File: src/rtl/m68kwb_pkg.sv
// Shared types and helpers for the 68000-to-Wishbone bridge.
package m68kwb_pkg;

    typedef enum logic [1:0] {
        IDLE = 2'd0,
        BUS  = 2'd1,
        ACKD = 2'd2,
        FAIL = 2'd3
    } state_t;

    localparam int unsigned TIMEOUT_DEFAULT = 255;

    // Big-endian 68k: UDS is the even byte, which lands in the high lane of a halfword.
    function automatic logic [3:0] sel_map(input logic a1, input logic uds_n, input logic lds_n);
        return a1 ? {2'b00, ~uds_n, ~lds_n} : {~uds_n, ~lds_n, 2'b00};
    endfunction

endpackage

File: src/rtl/wb_timeout.sv
// Loadable 8-bit down-counter used to bound Wishbone wait states.
module wb_timeout (
    input  logic       clk,
    input  logic       rst,
    input  logic       load,
    input  logic       en,
    input  logic [7:0] load_val,
    output logic       zero
);

    logic [7:0] count_q;
    logic [7:0] count_d;

    always_comb begin
        count_d = count_q;
        if (load) begin
            count_d = load_val;
        end else if (en && (count_q != '0)) begin
            count_d = count_q - 8'd1;
        end
    end

    always_ff @(posedge clk or posedge rst) begin
        if (rst) begin
            count_q <= '0;
        end else begin
            count_q <= count_d;
        end
    end

    assign zero = (count_q == '0);

endmodule

File: src/rtl/m68k_wb_bridge.sv
// Turns one 68000 16-bit bus cycle into one 32-bit Wishbone classic cycle,
// returning DTACK or BERR (including timeout) to the CPU side.
module m68k_wb_bridge
    import m68kwb_pkg::*;
#(
    parameter int unsigned ADR_WIDTH = 24,
    parameter int unsigned TIMEOUT   = TIMEOUT_DEFAULT
) (
    input  logic                 CLK_I,
    input  logic                 RST_I,
    input  logic [23:1]          A,
    input  logic [15:0]          D_I,
    output logic [15:0]          D_O,
    input  logic                 AS_n,
    input  logic                 UDS_n,
    input  logic                 LDS_n,
    input  logic                 RW,
    output logic                 DTACK_n,
    output logic                 BERR_n,
    output logic [ADR_WIDTH-1:0] ADR_O,
    output logic [31:0]          DAT_O,
    input  logic [31:0]          DAT_I,
    output logic [3:0]           SEL_O,
    output logic                 WE_O,
    output logic                 CYC_O,
    output logic                 STB_O,
    input  logic                 ACK_I,
    input  logic                 ERR_I
);

    state_t                 state_q, state_d;
    logic [ADR_WIDTH-1:0]   adr_q, adr_d;
    logic [31:0]            dat_q, dat_d;
    logic [3:0]             sel_q, sel_d;
    logic                   we_q, we_d;
    logic                   a1_q, a1_d;
    logic [15:0]            dout_q, dout_d;
    logic                   abort_q, abort_d;
    logic                   abort_now;
    logic                   start;
    logic                   tmo_load;
    logic                   tmo_en;
    logic                   tmo_zero;

    assign start = ~AS_n & (~UDS_n | ~LDS_n);

    wb_timeout u_timeout (
        .clk      (CLK_I),
        .rst      (RST_I),
        .load     (tmo_load),
        .en       (tmo_en),
        .load_val (8'(TIMEOUT)),
        .zero     (tmo_zero)
    );

    always_comb begin
        state_d   = state_q;
        adr_d     = adr_q;
        dat_d     = dat_q;
        sel_d     = sel_q;
        we_d      = we_q;
        a1_d      = a1_q;
        dout_d    = dout_q;
        abort_d   = abort_q;
        abort_now = abort_q | AS_n;
        tmo_load  = 1'b0;
        tmo_en    = 1'b0;

        case (state_q)
            IDLE: begin
                if (start) begin
                    state_d  = BUS;
                    adr_d    = {A[ADR_WIDTH-1:2], 2'b00};
                    we_d     = ~RW;
                    dat_d    = {D_I, D_I};
                    sel_d    = sel_map(A[1], UDS_n, LDS_n);
                    a1_d     = A[1];
                    abort_d  = 1'b0;
                    tmo_load = 1'b1;
                end
            end
            BUS: begin
                // A CPU that gave up mid-cycle still lets the slave finish; the result is discarded.
                abort_d = abort_now;
                if (ERR_I) begin
                    state_d = abort_now ? IDLE : FAIL;
                    we_d    = 1'b0;
                    sel_d   = '0;
                end else if (ACK_I) begin
                    state_d = abort_now ? IDLE : ACKD;
                    if (!we_q && !abort_now) begin
                        dout_d = a1_q ? DAT_I[15:0] : DAT_I[31:16];
                    end
                    we_d    = 1'b0;
                    sel_d   = '0;
                end else if (tmo_zero) begin
                    state_d = abort_now ? IDLE : FAIL;
                    we_d    = 1'b0;
                    sel_d   = '0;
                end else begin
                    tmo_en = 1'b1;
                end
            end
            ACKD, FAIL: begin
                if (AS_n) begin
                    state_d = IDLE;
                end
            end
            default: state_d = IDLE;
        endcase
    end

    always_ff @(posedge CLK_I or posedge RST_I) begin
        if (RST_I) begin
            state_q <= IDLE;
            adr_q   <= '0;
            dat_q   <= '0;
            sel_q   <= '0;
            we_q    <= 1'b0;
            a1_q    <= 1'b0;
            dout_q  <= '0;
            abort_q <= 1'b0;
        end else begin
            state_q <= state_d;
            adr_q   <= adr_d;
            dat_q   <= dat_d;
            sel_q   <= sel_d;
            we_q    <= we_d;
            a1_q    <= a1_d;
            dout_q  <= dout_d;
            abort_q <= abort_d;
        end
    end

    assign CYC_O   = (state_q == BUS);
    assign STB_O   = (state_q == BUS);
    assign WE_O    = we_q;
    assign SEL_O   = sel_q;
    assign ADR_O   = adr_q;
    assign DAT_O   = dat_q;
    assign D_O     = dout_q;
    assign DTACK_n = (state_q != ACKD);
    assign BERR_n  = (state_q != FAIL);

endmodule

File: config.mk
export PLATFORM = sky130hd
export DESIGN_NAME = m68k_wb_bridge
export DESIGN_NICKNAME = d
export VERILOG_FILES = /design/src/rtl/m68kwb_pkg.sv /design/src/rtl/wb_timeout.sv /design/src/rtl/m68k_wb_bridge.sv
export SDC_FILE = /design/constraint.sdc
export NUM_CORES = 1
export LEC_CHECK = 0
export ABC_AREA = 1
export CORE_MARGIN = 2
export CORE_UTILIZATION = 41
export CTS_CLUSTER_SIZE = 25
export DETAILED_ROUTE_END_ITERATION = 10
export PLACE_DENSITY = 0.83
export SKIP_LAST_GASP = 1
export SYNTH_ARGS = -nofsm -noshare
export SYNTH_HDL_FRONTEND = slang
export SYNTH_SLANG_ARGS = --single-unit
File: constraint.sdc
create_clock -name CLK_I -period 2.57 [get_ports CLK_I]
set_input_delay 0.514 -clock CLK_I [delete_from_list [all_inputs] [get_ports CLK_I]]
set_output_delay 0.514 -clock CLK_I [all_outputs]
set_load 0.05 [all_outputs]
== Word level (Yosys, flattened, before mapping) ==
Index checks and enable logic that the tools add are counted.

* Flip-flop bits (word level): 87
* Word-level logic and storage cells: 71
* Input bits: 79
* Output and inout bits: 81

* Bitwise gates (word level): 8
* Multiplexer cells: 30
* Add/sub/neg operators: 1
* Reduce and logical (&&, ||, !) cells: 15
* Equal/unequal tests: 8

{| class="wikitable"
|+ Operators by type and width
! cell !! number
|-
| two-way mux 4 bit || 5
|-
| two-way mux 16 bit || 1
|-
| two-way mux 8 bit || 2
|-
| two-way mux 2 bit || 7
|-
| two-way mux 1 bit || 11
|-
| logical NOT 8 bit || 1
|-
| != test 2 bit, second input constant || 4
|-
| case mux 4 bit (2 select lines) || 1
|-
| nonzero test 8 bit || 1
|-
| subtractor 8 x 1 -> 8 bit, second input constant || 1
|-
| case mux 2 bit (3 select lines) || 1
|-
| AND reduction 3 bit || 2
|-
| NOT 1 bit || 5
|-
| equality test 2 bit, second input constant || 2
|-
| != test 4 x 1 -> 1 bit, second input constant || 1
|-
| case mux 1 bit (2 select lines) || 2
|-
| AND reduction 2 bit || 2
|-
| AND reduction 4 bit || 1
|-
| nonzero test 2 bit || 2
|-
| equality test 2 x 1 -> 1 bit, second input constant || 1
|-
| logical AND 1 bit || 2
|-
| logical NOT 1 bit || 2
|-
| logical NOT 2 bit || 1
|-
| OR 1 bit || 2
|-
| 2 further kinds || 2
|}

== Depth between registers and ports, before layout ==
Gate-level depths: netlist of the first run.

* Word-level depth: 8
* Gate-level depth with buffers: 8
* Gate-level depth less buffers: 8

== By module ==
A second synthesis of the first run with hierarchy kept.

* Cell total of the unflattened synthesis: 406
* Area, all modules: 3440.8 µm²

{| class="wikitable"
|+ Modules (own cells, without submodules)
! module !! seq. area each (µm²) !! cells an instance !! area each (µm²) !! times used
|-
| m68k_wb_bridge || 1576.5 || 315 || 2807.7 || 1
|-
| wb_timeout || 200.2 || 91 || 633.1 || 1
|}

== Least setup slack after synthesis of the first run ==
No wires, ideal clock.

* Path type: register to output
* From: register state_q[0]
* To: output STB_O
* Arrival time: 1161 ps
* Path buffers: 1
* Slack: 895 ps
* Data required time: 2056 ps
* Cell stages (with the launch flop): 4
* Path through: dfrtp_1 inv_2 nor2_4 buf_4

* Cells in the longest elaborated chain, start to end: 1

{| class="wikitable"
|+ RTL lines
! element !! RTL line !! text
|-
| start, declared || m68k_wb_bridge.sv:31 || <nowiki>state_t state_q, state_d;</nowiki>
|-
| start signal, assigned || m68k_wb_bridge.sv:124 || <nowiki>state_q <= state_d;</nowiki>
|-
| equality test 2 x 1 -> 1 bit || -- ||
|-
| end, declared || m68k_wb_bridge.sv:26 || <nowiki>output logic STB_O,</nowiki>
|}

No other way between the ends.

== Worst setup path after layout of the first run ==
* From: register state_q[0]
* To: output STB_O

* Cells in the longest elaborated chain, start to end: 1

{| class="wikitable"
|+ RTL lines
! element !! RTL line !! text
|-
| equality test 2 x 1 -> 1 bit || m68k_wb_bridge.sv:136 || <nowiki>assign STB_O = (state_q == BUS);</nowiki>
|}

No other way between the ends.

==> impl_metrics.tcl, run 1 <==
set metrics [dict create \
    yosys.area.top_type_share_pct 52.46 \
    outcome "finished, final reports clean" \
    pwr_density_cell_nw_per_um2 1430 \
    synth_largest_area_cell "dfrtp_1" \
    worst_setup_hold_path_clk_slew_ns 0.07 \
    fmax_mhz 406.2 \
    final_hold_viol_count 0 \
    die-area_um2 9004 \
    total_standard_cell_area_after_synthesis_um2 3387 \
    gp_congestion 0.7810 \
    routed_antenna_nets 0 \
    final_area_um2 5139 \
    maxCapViolations 0 \
    floorplan.core_area_um2 8093 \
    period_share_pct 95.78 \
    antenna_found_initial 0 \
    proportion_of_synthesized_flip_flops_having_asynchronous_set_or_reset_pct 100.0 \
    grt_start_max_net_pins 34 \
    worst_pin_slew_ns 0.9241 \
    regToRegSetupSlack_ns 1.01 \
    routed_wire_length_per_instance_um 13.47 \
    clk-insertion-delay-late_ns 0.33 \
    clock_sinks 71 \
    initial_core_util_pct 41.85 \
    worst_hold_path.num_cells 2 \
    grtUsageTotal_pct 19.19 \
    clk_path_buf_depth 2 \
    finalClockSkew_ns 0.009275 \
    grt-ovfl-total 0 \
    maxSlewHeadroom_pct 38.40 \
    rsz_0062_raised_after_global_routing "false" \
    diodes 0 \
    cts_resized 0 \
    synth-edff-count 0 \
    min_from "ADR_O[22]" \
    finalSetupViolations 0 \
    setup_tns_ns 0 \
    syn_avg_cell_area_um2 8.662 \
    grt_first_pass_wirelength_um 13290 \
    cts.root.buffer_cell "clkbuf_8" \
    critPathRequiredTime_ns 2.06 \
    drt-total-wl_um 8636 \
    worstSetupEndpointType "output port" \
    dominantRegCellSynth "dfrtp_1" \
    post_synth_most_frequent_cells "nand2_1, dfrtp_1, buf_4" \
    reg2reg_from "u_timeout.count_q[0]" \
    vias_per_cell 4.657 \
    synth_cells 391 \
    die_h_um 94.89 \
    cts_setup_buffers 0 \
    clock_tree_from_tritoncts "done" \
    hold_end "ADR_O[22]" \
    boundary_pin_count 160 \
    synthToLayoutAreaGrowth_pct 51.72 \
    num_vias 2985 \
    fin_hold_ws_ns 0.4797 \
    worstRegToRegCells 7 \
    critical_path.max_fanout 6 \
    share_of_post_route_cells_with_drive_strength_above_1_pct 7.463 \
    dominant_cells_by_area_after_synthesis "dfrtp_1, nand2_1, buf_4" \
    min-delay-path-class "flip-flop to flip-flop" \
    total_leakage_power_nw 2.438 \
    worst-setup-path-type "flip-flop to output port" \
    dr.pass1.iters 5 \
    placement_rows 33 \
    cts_hold_repair.buffers 0 \
    final_net_count 612 \
    port_buffers 157 \
    synth-seq-area-share_pct 52.46 \
    worst_setup_path_start_kind "flip-flop" \
    yosysMostFrequentCell "nand2_1" \
    vdd.ir_drop.worst_mv 0.8312 \
    worstPathArrival_ns 1.95 \
    finalMaxSlewViolations 0 \
    vias_in_the_first_global_route 2815 \
    placedInstanceArea_um2 4928 \
    drt_iter0_drc 129 \
    critical_path.reg2reg.endpoint "u_timeout.count_q[2]" \
    detailed_place_hpwl_um 6676 \
    yosysWarnings 0 \
    synth.ff_latch_count 71 \
    htree_num_levels 3 \
    post-route-min-period_ns 2.462 \
    cts_made_buffers 9 \
    remaining_drc_errors 0 \
    die_w_um 94.89 \
    synthDistinctLibCells 26 \
]
==> stage by stage <==
step	power [mW]	instances	setup WS (ns)	util, %
after detailed placement	6.472	625	0.4688	60.90
after floorplan	5.138	392	0.2594	-
after global placement	6.358	625	0.5177	60.90
final	7.349	641	0.1084	63.50
after global routing	7.757	641	0.03936	63.50
after CTS	7.416	641	0.09393	63.50
==> layer usage <==
layer | track usage [%] | routed length (um)
met5 | 0 | 0
met4 | 8.333 | 110
met3 | 6.464 | 977
met2 | 32.98 | 4176
met1 | 21.68 | 3370
==> worst max-delay path, cell delays in order (launching register included) <==
cell	delay, ns
dfrtp_1	0.51
inv_2	0.09
nor2_4	0.17
clkdlybuf4s50_1	0.83
==> logic make-up (layout without fill, tap and decap cells) <==
family	count (synthesis)	count (layout)	share of synthesized area, %
flip-flops	71	71	52.46
adder cells (fa/ha/maj)	2	2	0.7387
other	1	2	0.1107
multiplexers	16	16	4.728
AND/OR/NAND/NOR	216	216	27.23
AO/OA/AOI/OAI	30	30	5.319
buffers and inverters	55	199	9.420
==> cell type report <==
| cell class | instances | area, um2 |
|---|---|---|
| Fill cell | 649 | 2954 |
| Sequential cell | 71 | 1777 |
| Timing Repair Buffer | 162 | 1647 |
| Multi-Input combinational cell | 266 | 1295 |
| Clock buffer | 14 | 172.7 |
| Tap cell | 105 | 131.4 |
| Inverter | 21 | 78.83 |
| Clock inverter | 2 | 37.54 |
==> sequential cells by signal, summed over array words and instances (netlist names) <==
signal and flops:
abort_q 1, D_O 16, SEL_O 4, ADR_O 22, state_q 2, u_timeout.count_q 8
a1_q 1, DAT_O 16, WE_O 1
==> worst max-delay path by stage <==
stage                     from        end  slack, ns  depth (start not counted)
floorplan                RST_I  ADR_O[10]       0.26                          1
global placement    state_q[0]      STB_O       0.52                          3
detailed placement  state_q[0]      STB_O       0.47                          3
CTS                 state_q[0]      STB_O       0.09                          3
global route        state_q[0]      CYC_O       0.04                          3
finish              state_q[0]      STB_O       0.11                          3
==> where the power goes <==
part | internal, mW | switching [mW] | leakage, nW
sequential | 1.60 | 0.415 | 0.892
clock | 0.529 | 0.392 | 0.103
combinational | 1.48 | 2.93 | 1.44
total | 3.61 | 3.74 | 2.44
==> cells in the final DEF (no fill, tap or decap), drive strengths merged <==
cell type	synthesis	final
clkdlybuf4s50	0	157
bufinv	0	1
nand3	20	20
conb	1	2
clkinvlp	0	1
inv	21	21
nand3b	1	1
dfrtp	71	71
buf	34	5
ha	2	2
or2	2	2
o21ai	29	29
nand2	179	179
clkbuf	0	14
nand4	2	2
a21oi	1	1
nor2	12	12
mux2i	16	16
Power figures use the tool's default switching activity.
==> run 2, diff against run 1 <==
Settings changed: CORE_MARGIN 2 to not set.
Clock period 2.57 ns to 2.63 ns, I/O delays scaled along.
==> run 2 against run 1 <==
  * Global-route usage is 0.30 points higher
  * Clock skew is 0.0029 ns lower
  * Cell count is 1.1% lower
  * Worst setup slack better by 0.050 ns
  * Critical endpoint unchanged
  * Largest cell class unchanged
==> impl_metrics.tcl, run 2 (synthesis results as in run 1) <==
set metrics [dict create \
    outcome "finished, final reports clean" \
    synthToLayoutAreaGrowth_pct 49.06 \
    fmax_mhz 404.6 \
    finalSetupViolations 0 \
    maxCapViolations 0 \
    rsz_0062_raised_after_global_routing "false" \
    clk_path_buf_depth 2 \
    total_leakage_power_nw 2.403 \
    critical_path.max_fanout 6 \
    worst_setup_path_start_kind "flip-flop" \
    remaining_drc_errors 0 \
    dr.pass1.iters 4 \
    worst_hold_path.num_cells 2 \
    share_of_post_route_cells_with_drive_strength_above_1_pct 6.767 \
    num_vias 2979 \
    grt-ovfl-total 0 \
    initial_core_util_pct 43.16 \
    path_delay_family "buffers and inverters" \
    worst_setup_hold_path_clk_slew_ns 0.07 \
    drt_iter0_drc 105 \
    diodes 0 \
    clock_sinks 71 \
    groute.layer.met3.usage_pct 5.829 \
    gp_congestion 0.7675 \
    floorplan.core_area_um2 7848 \
    period_share_pct 93.98 \
    cp_num_buf_inv 2 \
    antenna_found_initial 0 \
    worst_pin_slew_ns 0.9431 \
    min-delay-path-class "flip-flop to flip-flop" \
    crit_cells 3 \
    die-area_um2 8629 \
    top_library_cells_by_usage_in_the_layout_fill_and_taps_aside "nand2_1, clkdlybuf4s50_1, dfrtp_1, nand3_1, inv_1" \
    grtUsageMet2_pct 33.82 \
    cts_resized 0 \
    cts_setup_buffers 0 \
    critPathRequiredTime_ns 2.10 \
    grtUsageTotal_pct 19.50 \
    number_of_flip_flops_in_the_largest_register 22 \
    maxSlewHeadroom_pct 37.12 \
    critical-path-slowest-cell "clkdlybuf4s50_1" \
    worstPathArrival_ns 1.95 \
    die_h_um 92.89 \
    vias_per_cell 4.699 \
    pwr_density_cell_nw_per_um2 1383 \
    setup.worst_path.start "state_q[0]" \
    htree_num_levels 3 \
    clk-insertion-delay-late_ns 0.33 \
    worstSetupEndpointType "output port" \
    port_buffers 157 \
    finalClockSkew_ns 0.006336 \
    totalPowerFinal_mw 6.983 \
    layout.filler_cells 664 \
    cts_hold_repair.buffers 0 \
    worstRegToRegCells 5 \
    slowest_cell_delay_on_critical_path_ns 0.84 \
    cts_made_buffers 9 \
    cts.root.buffer_cell "clkbuf_8" \
    die_w_um 92.89 \
    setup_tns_ns 0 \
    boundary_pin_count 160 \
    worst-setup-path-type "flip-flop to output port" \
    finalMaxSlewViolations 0 \
    grt.busiest_layer "met2" \
    clock_tree_from_tritoncts "done" \
    final_hold_viol_count 0 \
    vdd.ir_drop.worst_mv 0.7755 \
    detailed_place_hpwl_um 6176 \
    grt_util_met1_pct 22.58 \
    min_from "ADR_O[3]" \
    placement_rows 32 \
    drt-total-wl_um 8289 \
    routed_wire_length_per_instance_um 13.07 \
    vias_in_the_first_global_route 2846 \
    timing.critical_path.cells "inv_2, nor2_4, clkdlybuf4s50_1" \
    post-route-min-period_ns 2.472 \
    reg2reg_from "state_q[0]" \
    mostFrequentLayoutCell "nand2_1" \
    grt_start_max_net_pins 72 \
    grt_first_pass_wirelength_um 13160 \
    routed_antenna_nets 0 \
    final_net_count 610 \
]
[run 2: layout make-up]
class / instances / area (um2) / share of cell area (%)
clock inverters: 1 / 5.005 / 0.09913
repair buffers: 160 / 1607 / 31.82
clock buffers: 13 / 158.9 / 3.147
well taps: 102 / 127.6 / 2.528
inverters: 21 / 78.83 / 1.561
flip-flops and latches: 71 / 1777 / 35.19
multi-input cells: 266 / 1295 / 25.65
[run 2: power by group]
part | total [mW] | switching (mW) | internal [mW]
logic | 4.27 | 2.84 | 1.43
clock network | 0.735 | 0.352 | 0.383
registers | 1.98 | 0.411 | 1.57
total | 6.98 | 3.61 | 3.38
[run 2: metal layers]
layer | share of wire [%] | vias up
met5 | 0 | -
met4 | 1.2 | 0
met3 | 10 | 10
met2 | 49 | 129
met1 | 40 | 1361
li1 | - | 1479
[run 2: per-stage QoR]
stage	worst slack (ns)	hold slack (ns)	area, um2	instances	util, %
after CTS	0.1248	0.4829	5049	634	64.33
after floorplan	0.3074	0.4537	3391	392	-
after global placement	0.5495	0.4640	4885	620	62.24
after detailed placement	0.5043	0.4661	4885	620	62.24
final	0.1584	0.4802	5049	634	64.33
after global routing	0.07134	0.5078	5049	634	64.33
[run 2: worst reg2reg max path, cell delays in order (launching register included)]
cell and delay [ns]:
dfrtp_1 0.48, nor2_4 0.19, nand3_4 0.19, inv_2 0.50
nand2_1 0.13, nand2_1 0.10
[run 2: final timing paths]
check,end,slack [ns]
max,STB_O,0.16
min,ADR_O[3],0.48
max reg2reg,DAT_O[18],0.99
min reg2reg,ADR_O[3],0.48
max in group asynchronous,ADR_O[10],1.76
min in group asynchronous,D_O[1],0.59
